## config.mk

```make
export PLATFORM = sky130hd
export DESIGN_NAME = clk_div_bank
export DESIGN_NICKNAME = d
export VERILOG_FILES = /design/src/rtl/clk_div_pkg.sv /design/src/rtl/clk_div_ch.sv /design/src/rtl/clk_div_bank.sv
export SDC_FILE = /design/constraint.sdc
export NUM_CORES = 1
export LEC_CHECK = 0
export ABC_CLOCK_PERIOD_IN_PS = 4910
export BUFFER_PORTS_ARGS = -buffer_cell sky130_fd_sc_hd__buf_2
export CAP_MARGIN = 20
export CORE_MARGIN = 2
export CORE_UTILIZATION = 57
export DETAILED_ROUTE_END_ITERATION = 10
export HOLD_SLACK_MARGIN = 0.02
export PLACE_DENSITY = 0.8
export REMOVE_ABC_BUFFERS = 1
export SETUP_SLACK_MARGIN = 0.4
export SLEW_MARGIN = 25
export SYNTH_ARGS = -nofsm -noshare
export SYNTH_HDL_FRONTEND = slang
export SYNTH_SLANG_ARGS = --single-unit
```

## constraint.sdc

```tcl
create_clock -name clk -period 4.91 [get_ports clk]
set_clock_uncertainty 0.15 [all_clocks]
set_input_delay 0.491 -clock clk [delete_from_list [all_inputs] [get_ports clk]]
set_output_delay 0.491 -clock clk [all_outputs]
set_load 0.1 [all_outputs]
```

## src/rtl/clk_div_pkg.sv

```systemverilog
// Shared types and helpers for the clock-enable divider bank: config struct,
// divide-ratio normalisation, phase clamping and counter start value.
package clk_div_pkg;

  localparam int DIV_W_DEF = 8;
  // Helpers work at this width; callers zero-extend their DIV_W fields into it.
  localparam int DIV_W_MAX = 16;

  typedef logic [DIV_W_MAX-1:0] div_t;

  typedef struct packed {
    div_t div;
    div_t phase;
  } ch_cfg_t;

  // Ratios 0 and 1 both mean divide-by-1.
  function automatic div_t norm_div(input div_t div);
    return (div <= div_t'(1)) ? div_t'(1) : div;
  endfunction

  function automatic div_t clamp_phase(input div_t div, input div_t phase);
    div_t n;
    n = norm_div(div);
    return (phase >= n) ? (n - div_t'(1)) : phase;
  endfunction

  // Counter value loaded at a period boundary so the first tick lags by phase.
  function automatic div_t start_val(input ch_cfg_t cfg);
    return (cfg.phase == div_t'(0)) ? div_t'(0) : (cfg.div - cfg.phase);
  endfunction

endpackage

```

## src/rtl/clk_div_ch.sv

```systemverilog
// One divider channel: shadow/active config, period counter and registered
// level/tick decode.
module clk_div_ch
  import clk_div_pkg::*;
#(
  parameter int DIV_W       = DIV_W_DEF,
  parameter int RESET_DIV   = 6,
  parameter int RESET_PHASE = 0
) (
  input  logic             clk,
  input  logic             rst,
  input  logic             cfg_we,
  input  logic [DIV_W-1:0] cfg_div,
  input  logic [DIV_W-1:0] cfg_phase,
  input  logic             sync_rst,
  input  logic             en,
  output logic             clk_out,
  output logic             tick,
  output logic             cfg_pend
);

  localparam logic [DIV_W-1:0] RST_DIV =
    DIV_W'(norm_div(DIV_W_MAX'(RESET_DIV)));
  localparam logic [DIV_W-1:0] RST_PH =
    DIV_W'(clamp_phase(DIV_W_MAX'(RESET_DIV), DIV_W_MAX'(RESET_PHASE)));
  localparam ch_cfg_t RST_CFG = '{div: DIV_W_MAX'(RST_DIV), phase: DIV_W_MAX'(RST_PH)};
  localparam logic [DIV_W-1:0] RST_CNT = DIV_W'(start_val(RST_CFG));

  logic [DIV_W-1:0] act_div_q, act_div_d;
  logic [DIV_W-1:0] act_ph_q, act_ph_d;
  logic [DIV_W-1:0] shd_div_q, shd_div_d;
  logic [DIV_W-1:0] shd_ph_q, shd_ph_d;
  logic [DIV_W-1:0] cnt_q, cnt_d;
  logic             run_q, run_d;
  logic             pend_q, pend_d;
  logic             clk_out_q, clk_out_d;
  logic             tick_q, tick_d;

  logic             wrap;
  logic             apply;
  logic [DIV_W-1:0] start;
  ch_cfg_t          nxt_cfg;

  always_comb begin
    act_div_d = act_div_q;
    act_ph_d  = act_ph_q;
    shd_div_d = shd_div_q;
    shd_ph_d  = shd_ph_q;
    cnt_d     = cnt_q;

    wrap  = (cnt_q == (act_div_q - DIV_W'(1)));
    // Running channels swap config only on the last count of a period;
    // idle, disabled or realigning channels swap immediately.
    apply = pend_q && (sync_rst || !run_q || !en || wrap);

    if (apply) begin
      act_div_d = shd_div_q;
      act_ph_d  = shd_ph_q;
    end

    nxt_cfg.div   = DIV_W_MAX'(act_div_d);
    nxt_cfg.phase = DIV_W_MAX'(act_ph_d);
    start         = DIV_W'(start_val(nxt_cfg));

    // run_q low marks a cycle parked at the start value with outputs forced
    // low (reset, disabled, or the sync cycle itself).
    run_d = en && !sync_rst;

    if (!run_d || !run_q || apply) begin
      cnt_d = start;
    end else if (wrap) begin
      cnt_d = '0;
    end else begin
      cnt_d = cnt_q + DIV_W'(1);
    end

    // A write in the same cycle as an apply lands after it and stays pending.
    if (cfg_we) begin
      shd_div_d = DIV_W'(norm_div(DIV_W_MAX'(cfg_div)));
      shd_ph_d  = DIV_W'(clamp_phase(DIV_W_MAX'(cfg_div), DIV_W_MAX'(cfg_phase)));
    end
    pend_d = cfg_we || (pend_q && !apply);

    tick_d    = run_d && (cnt_d == '0);
    clk_out_d = run_d && ((act_div_d == DIV_W'(1)) || (cnt_d < (act_div_d >> 1)));
  end

  always_ff @(posedge clk or posedge rst) begin
    if (rst) begin
      act_div_q <= RST_DIV;
      act_ph_q  <= RST_PH;
      shd_div_q <= RST_DIV;
      shd_ph_q  <= RST_PH;
      cnt_q     <= RST_CNT;
      run_q     <= 1'b0;
      pend_q    <= 1'b0;
      clk_out_q <= 1'b0;
      tick_q    <= 1'b0;
    end else begin
      act_div_q <= act_div_d;
      act_ph_q  <= act_ph_d;
      shd_div_q <= shd_div_d;
      shd_ph_q  <= shd_ph_d;
      cnt_q     <= cnt_d;
      run_q     <= run_d;
      pend_q    <= pend_d;
      clk_out_q <= clk_out_d;
      tick_q    <= tick_d;
    end
  end

  assign clk_out  = clk_out_q;
  assign tick     = tick_q;
  assign cfg_pend = pend_q;

endmodule

```

## src/rtl/clk_div_bank.sv

```systemverilog
// Bank of NUM_CH clock-enable dividers sharing one config write port,
// a common realign pulse and per-channel run enables.
module clk_div_bank
  import clk_div_pkg::*;
#(
  parameter int NUM_CH      = 4,
  parameter int DIV_W       = DIV_W_DEF,
  parameter int RESET_DIV   = 6,
  parameter int RESET_PHASE = 0,
  localparam int CH_W       = (NUM_CH > 1) ? $clog2(NUM_CH) : 1
) (
  input  logic              clk,
  input  logic              rst,
  input  logic              cfg_we,
  input  logic [CH_W-1:0]   cfg_ch,
  input  logic [DIV_W-1:0]  cfg_div,
  input  logic [DIV_W-1:0]  cfg_phase,
  input  logic              sync_rst,
  input  logic [NUM_CH-1:0] ch_en,
  output logic [NUM_CH-1:0] clk_out,
  output logic [NUM_CH-1:0] tick,
  output logic [NUM_CH-1:0] cfg_pend
);

  logic [NUM_CH-1:0] ch_we;

  // Channel numbers at or above NUM_CH match no decode term and are dropped.
  always_comb begin
    ch_we = '0;
    for (int i = 0; i < NUM_CH; i++) begin
      if (cfg_we && (cfg_ch == CH_W'(i))) begin
        ch_we[i] = 1'b1;
      end
    end
  end

  for (genvar g = 0; g < NUM_CH; g++) begin : g_ch
    clk_div_ch #(
      .DIV_W       (DIV_W),
      .RESET_DIV   (RESET_DIV),
      .RESET_PHASE (RESET_PHASE)
    ) u_ch (
      .clk      (clk),
      .rst      (rst),
      .cfg_we   (ch_we[g]),
      .cfg_div  (cfg_div),
      .cfg_phase(cfg_phase),
      .sync_rst (sync_rst),
      .en       (ch_en[g]),
      .clk_out  (clk_out[g]),
      .tick     (tick[g]),
      .cfg_pend (cfg_pend[g])
    );
  end

endmodule

```

==> results of run 1 <==
==> final timing paths <==
path                                                       start                                    end  slack (ps)  depth (start not counted)
max in group asynchronous                                    rst    g_ch[3].u_ch.act_div_q[2]$_DFF_PP1_        3550                          3
min                                                          rst        g_ch[1].u_ch.cnt_q[5]$_DFF_PP0_          70                          2
max                          g_ch[0].u_ch.act_div_q[1]$_DFF_PP1_         g_ch[0].u_ch.clk_out$_DFF_PP0_        -150                         24
max reg2reg                  g_ch[0].u_ch.act_div_q[1]$_DFF_PP1_         g_ch[0].u_ch.clk_out$_DFF_PP0_        -150                         24
min in group clk                                        ch_en[0]           g_ch[0].u_ch.run_q$_DFF_PP0_         180                          3
min reg2reg                g_ch[2].u_ch.shd_div_q[2]$_DFFE_PP1P_  g_ch[2].u_ch.shd_div_q[2]$_DFFE_PP1P_         340                          2
==> per-stage QoR <==
stage	util	worst slack [ps]
after floorplan	-	-1020
after global placement	0.643	-227
after detailed placement	0.643	-385
after CTS	0.717	-111
after global routing	0.746	-361
final	0.746	-145
==> kinds of logic (layout without fill, tap and decap cells) <==
| logic type | Yosys count | after routing |
|---|---|---|
| compound gates | 251 | 251 |
| xor+xnor | 93 | 93 |
| fa+ha+maj | 73 | 73 |
| buf+inv | 132 | 309 |
| flops | 176 | 176 |
| mux | 68 | 68 |
| simple gates | 327 | 327 |
==> layout make-up <==
class / count / area share
Timing Repair Buffer: 184 / 0.102
Sequential cell: 176 / 0.327
Multi-Input combinational cell: 812 / 0.483
Clock inverter: 15 / 0.00896
Inverter: 93 / 0.0267
Tap cell: 229 / 0.0212
Clock buffer: 17 / 0.0314
==> report_power, final <==
part	switching [uW]	total, uW	leakage (uW)	internal, uW
clock	627	1290	0.000277	662
combinational	2820	5420	0.00393	2600
sequential	484	2370	0.00218	1890
==> Yosys cell counts (7+ instances only) <==
master | instances | area (sq um)
a21o_1 | 12 | 90.1
a21oi_1 | 42 | 210
a31oi_1 | 8 | 50.1
and2_1 | 8 | 50.1
and3_1 | 11 | 68.8
buf_4 | 13 | 97.6
clkbuf_1 | 22 | 82.6
dfrtp_1 | 160 | 4000
dfstp_2 | 16 | 420
ha_1 | 65 | 813
inv_1 | 93 | 349
mux2_2 | 18 | 203
mux2i_1 | 50 | 500
nand2_1 | 123 | 462
nand2b_1 | 14 | 87.6
nand3_1 | 21 | 105
nand4_1 | 7 | 43.8
nor2_1 | 44 | 165
nor2b_1 | 19 | 119
nor3_1 | 15 | 75.1
nor4_1 | 27 | 169
o21a_1 | 10 | 75.1
o21ai_0 | 95 | 475
o22ai_1 | 20 | 125
or2_2 | 7 | 43.8
xnor2_1 | 46 | 403
xor2_1 | 47 | 412
==> flip-flops by register name (all words and copies together) (netlist names) <==
name,cells
g_ch.u_ch.act_div_q,32
g_ch.u_ch.act_ph_q,32
g_ch.u_ch.cfg_pend,4
g_ch.u_ch.clk_out,4
g_ch.u_ch.cnt_q,32
g_ch.u_ch.run_q,4
g_ch.u_ch.shd_div_q,32
g_ch.u_ch.shd_ph_q,32
g_ch.u_ch.tick,4
==> worst max-delay path, cell delays in order, from the launching register on <==
cell      delay (ps)
dfstp_2          540
inv_2             50
ha_4             150
nor4b_4          130
xnor2_1          120
or4_4            450
a21o_1           210
nor2_4           220
buf_6            140
a21oi_2           60
ha_2             190
fa_2             350
inv_2             60
a21oi_2           70
maj3_2           320
mux2i_1          170
mux2i_1          260
o21ai_1          130
ha_1             300
a21o_1           180
a21oi_1          130
nor2b_1           60
a311oi_2         230
o21ai_1          100
o31ai_1          190
==> layer usage <==
metal,vias to the layer above,share of wire,GRT usage
met5,-,0.00041,0
met4,2,0.042,0.124
met3,119,0.072,0.0577
met2,457,0.49,0.518
met1,4649,0.39,0.407
li1,4277,-,-
==> what timing repair did <==
action	4_1_cts	5_1_grt
setup endpoints to repair	9	14
buffers inserted	32	15
gates resized for setup	134	71
pin swaps	69	45
==> results.cfg, run 1 <==
[timing]
grt_setup_unrepaired = yes
setup_ws_ps = -145
min_period_ps = 5060
timing.slew.headroom = 0.392
final_hold_viol_count = 0
finalCritPeriodShare = 1.03
fin_hold_ws_ps = 69.1
clock.fmax_ghz = 0.198
finalMaxSlewViolations = 0
tns_ps = -209
worstMarginPinSlew_ps = 906
setup_viol_count_final = 2

[floorplanning]
die_width_um = 141
rows = 49
core_area_sq_mm = 0.0181
die_height_um = 141
ioPinCount = 38
start_util = 0.587
dieArea_sq_mm = 0.0198

[clocking]
htreeDepth = 4
cts_sinks = 176
clk_latency_ps = 440
cts_tree = done
hold_buffers = 0
root_buffer = clkbuf_16
clock_path_buffers = 2
clk_pin_slew_worst_paths_ps = 80
numCtsBuffers = 17

[routing]
drt_first_pass_iters = 6
drt_iter0_drc = 859
via_per_inst = 6.23
routedWlPerCell_um = 20.5
ant_nets = 0
wl_mm = 31.3
via_count = 9504
drc_errors = 0

[logic_synthesis]
synthFlopType = dfrtp_1
syn_avg_cell_area_sq_um = 9.51
synth-compound-area-share = 0.147
ys.warnings.count = 0
synth_edf_count = 0
syn_inst = 1120
synth_adder_area_share = 0.0877
synth_simple_gate_area_frac = 0.155
synth_seq_area_share = 0.416
syn_area_sq_mm = 0.0106
async_reset_ff_frac = 1.00
synth_xor_area_frac = 0.0765
synth_top_family_by_area = simple AND/OR/NAND/NOR gates
synth_mux_area_frac = 0.0660
ys_ff_latch = 176
ys_types = 77

[power_and_ir_drop]
cellLeakagePower_uw = 0.00639
total_power_uw = 9090
ir_drop_mv = 0.428
power_density_mw_per_mm2 = 671

[setup_path]
path_class = flop to flop
crit_path_end_kind = flop
critPathMaxFanout = 6
worstPathArrival_ps = 5260
crit_path_start_kind = flop
crit_required_ps = 5110

[final_layout]
syn_to_final_growth_pct = 27.2
fillCellCount = 1138
nets = 1379
drive_gt1_frac = 0.312
fin_cells = 1526
final_common_cell = dfrtp_1
diodes = 0
fin_area_sq_mm = 0.0135
regArea_sq_mm = 0.00443
multi_input_area_sq_mm = 0.00654
layout_common_cells = 158 x dfrtp_1, 128 x buf_4, 114 x nand2_1

[status]
violations = setup timing
status = complete, but fails checks

[run]
max_cap_viol_count = 0

[placed_design]
post-dp-hpwl_mm = 20.6
place_area_sq_mm = 0.0117
place_congestion = 0.941
portBuffers = 37
placed_cells = 1445

[global_routing]
grt_pass1_vias = 9320
overflow = 0
grt.total_usage = 0.312
grt_pass1_wl_mm = 48.7
antenna_found_initial = 1
grt_max_degree = 117

[worst_hold_path]
min-delay-path-class = primary input to asynchronous set/reset pin
(Power assumes the default switching activity.)
==> run 2, diff against run 1 <==
REMOVE_ABC_BUFFERS = not set   (was 1)
==> results.cfg, run 2 (synthesized netlist as in run 1, its figures left out) <==
[clocking]
cts_tree = done
root_buffer = clkbuf_16
numCtsBuffers = 17
htreeDepth = 4
cts_sinks = 176
clk_pin_slew_worst_paths_ps = 70
clk_latency_ps = 430
clock_path_buffers = 2

[timing]
grt_setup_unrepaired = yes
finalMaxSlewViolations = 0
timing.slew.headroom = 0.386
worstMarginPinSlew_ps = 915
fin_hold_ws_ps = 91.2
clock.fmax_ghz = 0.195
final_hold_viol_count = 0
tns_ps = -654
min_period_ps = 5130
setup_viol_count_final = 4
setup_ws_ps = -220
finalCritPeriodShare = 1.04

[global_routing]
grt_max_degree = 141
grt.total_usage = 0.307
overflow = 0
grt_pass1_vias = 9440
antenna_found_initial = 1
grt_pass1_wl_mm = 48.1

[placed_design]
post-dp-hpwl_mm = 20.4
pre_cts_slack_ps = -350
place_congestion = 0.906
portBuffers = 37

[power_and_ir_drop]
power_density_mw_per_mm2 = 656
ir_drop_mv = 0.382
cellLeakagePower_uw = 0.00631

[routing]
ant_nets = 0
wl_mm = 30.6
drt_first_pass_iters = 7
drc_errors = 0
drt_iter0_drc = 821
routedWlPerCell_um = 20.1
via_per_inst = 6.15
via_count = 9341

[setup_path]
worstPathArrival_ps = 5310
ff2ff_path_depth = 25
r2r_end = g_ch[0].u_ch.clk_out$_DFF_PP0_
startpoint = g_ch[0].u_ch.act_div_q[1]$_DFF_PP1_
crit_path_start_kind = flop
crit_required_ps = 5090
critPathMaxFanout = 4
rrSetupSlack_ps = -220
crit_path_end_kind = flop
path_class = flop to flop
r2r_start = g_ch[0].u_ch.act_div_q[1]$_DFF_PP1_

[floorplanning]
rows = 49
core_area_sq_mm = 0.0181
dieArea_sq_mm = 0.0198
die_width_um = 141
die_height_um = 141
ioPinCount = 38
start_util = 0.587

[status]
violations = setup timing
status = complete, but fails checks

[run]
max_cap_viol_count = 0

[final_layout]
drive_gt1_frac = 0.297
layout_common_cells = 157 x dfrtp_1, 125 x buf_4, 116 x nand2_1
syn_to_final_growth_pct = 25.9
nets = 1371
final_common_cell = dfrtp_1

[worst_hold_path]
min-delay-path-class = primary input to asynchronous set/reset pin

[logic_synthesis]
syn-num-nets = 1215
-- run 2: metal layers --
metal,GRT usage,share of wire,up-vias
met1,0.399,0.41,4590
met2,0.504,0.48,375
met4,0.137,0.046,0
met5,0,0,-
li1,-,-,4252
met3,0.0594,0.058,124
-- run 2: power breakdown --
part | switching [uW] | internal [uW] | total, uW
clock | 590 | 735 | 1330
sequential | 492 | 1890 | 2380
combinational | 2690 | 2400 | 5090
-- run 2: what timing repair did --
item | CTS | global route
pin swaps | 39 | 45
hold buffers | 0 | 0
endpoints found under the hold margin | 0 | 0
cloned | 1 | 0
endpoints found under the setup margin | 8 | 12
setup buffers | 19 | 22
resized for setup | 87 | 73
-- run 2: how the worst max path moves through the flow --
stage	endpoint	slack, ps
floorplan	g_ch[0].u_ch.clk_out$_DFF_PP0_	-270
global placement	g_ch[0].u_ch.clk_out$_DFF_PP0_	-200
detailed placement	g_ch[0].u_ch.clk_out$_DFF_PP0_	-350
CTS	g_ch[0].u_ch.clk_out$_DFF_PP0_	-270
global route	g_ch[0].u_ch.clk_out$_DFF_PP0_	-390
finish	g_ch[0].u_ch.clk_out$_DFF_PP0_	-220
-- run 2: critical path, stage by stage (launching register included) --
cell and delay, ps:
dfstp_2 540, inv_2 50, ha_4 150, nor4b_4 120, xnor2_1 130, or4_4 460, a21o_4 250, nor2_4 160
buf_6 130, nor2_2 40, a21oi_2 140, ha_2 230, buf_6 100, buf_6 80, nor2b_4 30, o21ai_2 150
and2_4 180, nand2_2 40, a211o_1 270, a31o_2 220, a211o_4 350, ha_4 250, o2111a_1 240, a311oi_1 250
o21ai_1 100, o31ai_1 200
-- run 2: layout make-up --
| type | instances | area (sq um) |
|---|---|---|
| fill | 1186 | 4740 |
| sequential | 176 | 4430 |
| antenna | 1 | 2.50 |
| timing repair buffer | 175 | 1280 |
| clock buffer | 23 | 468 |
| tap | 229 | 287 |
| multi-input combinational | 813 | 6490 |
| clock inverter | 9 | 96.3 |
| inverter | 93 | 355 |
-- run 2: through the flow --
step                total power (uW)  instance area (sq um)  std cells  utilization
floorplan                       5070                  10800       1120            -
finish                          8800                  13400       1519        0.739
detailed placement              6270                  11800       1442        0.648
global placement                6140                  11800       1442        0.648
CTS                             8090                  12800       1494        0.708
global route                    9330                  13400       1519        0.739
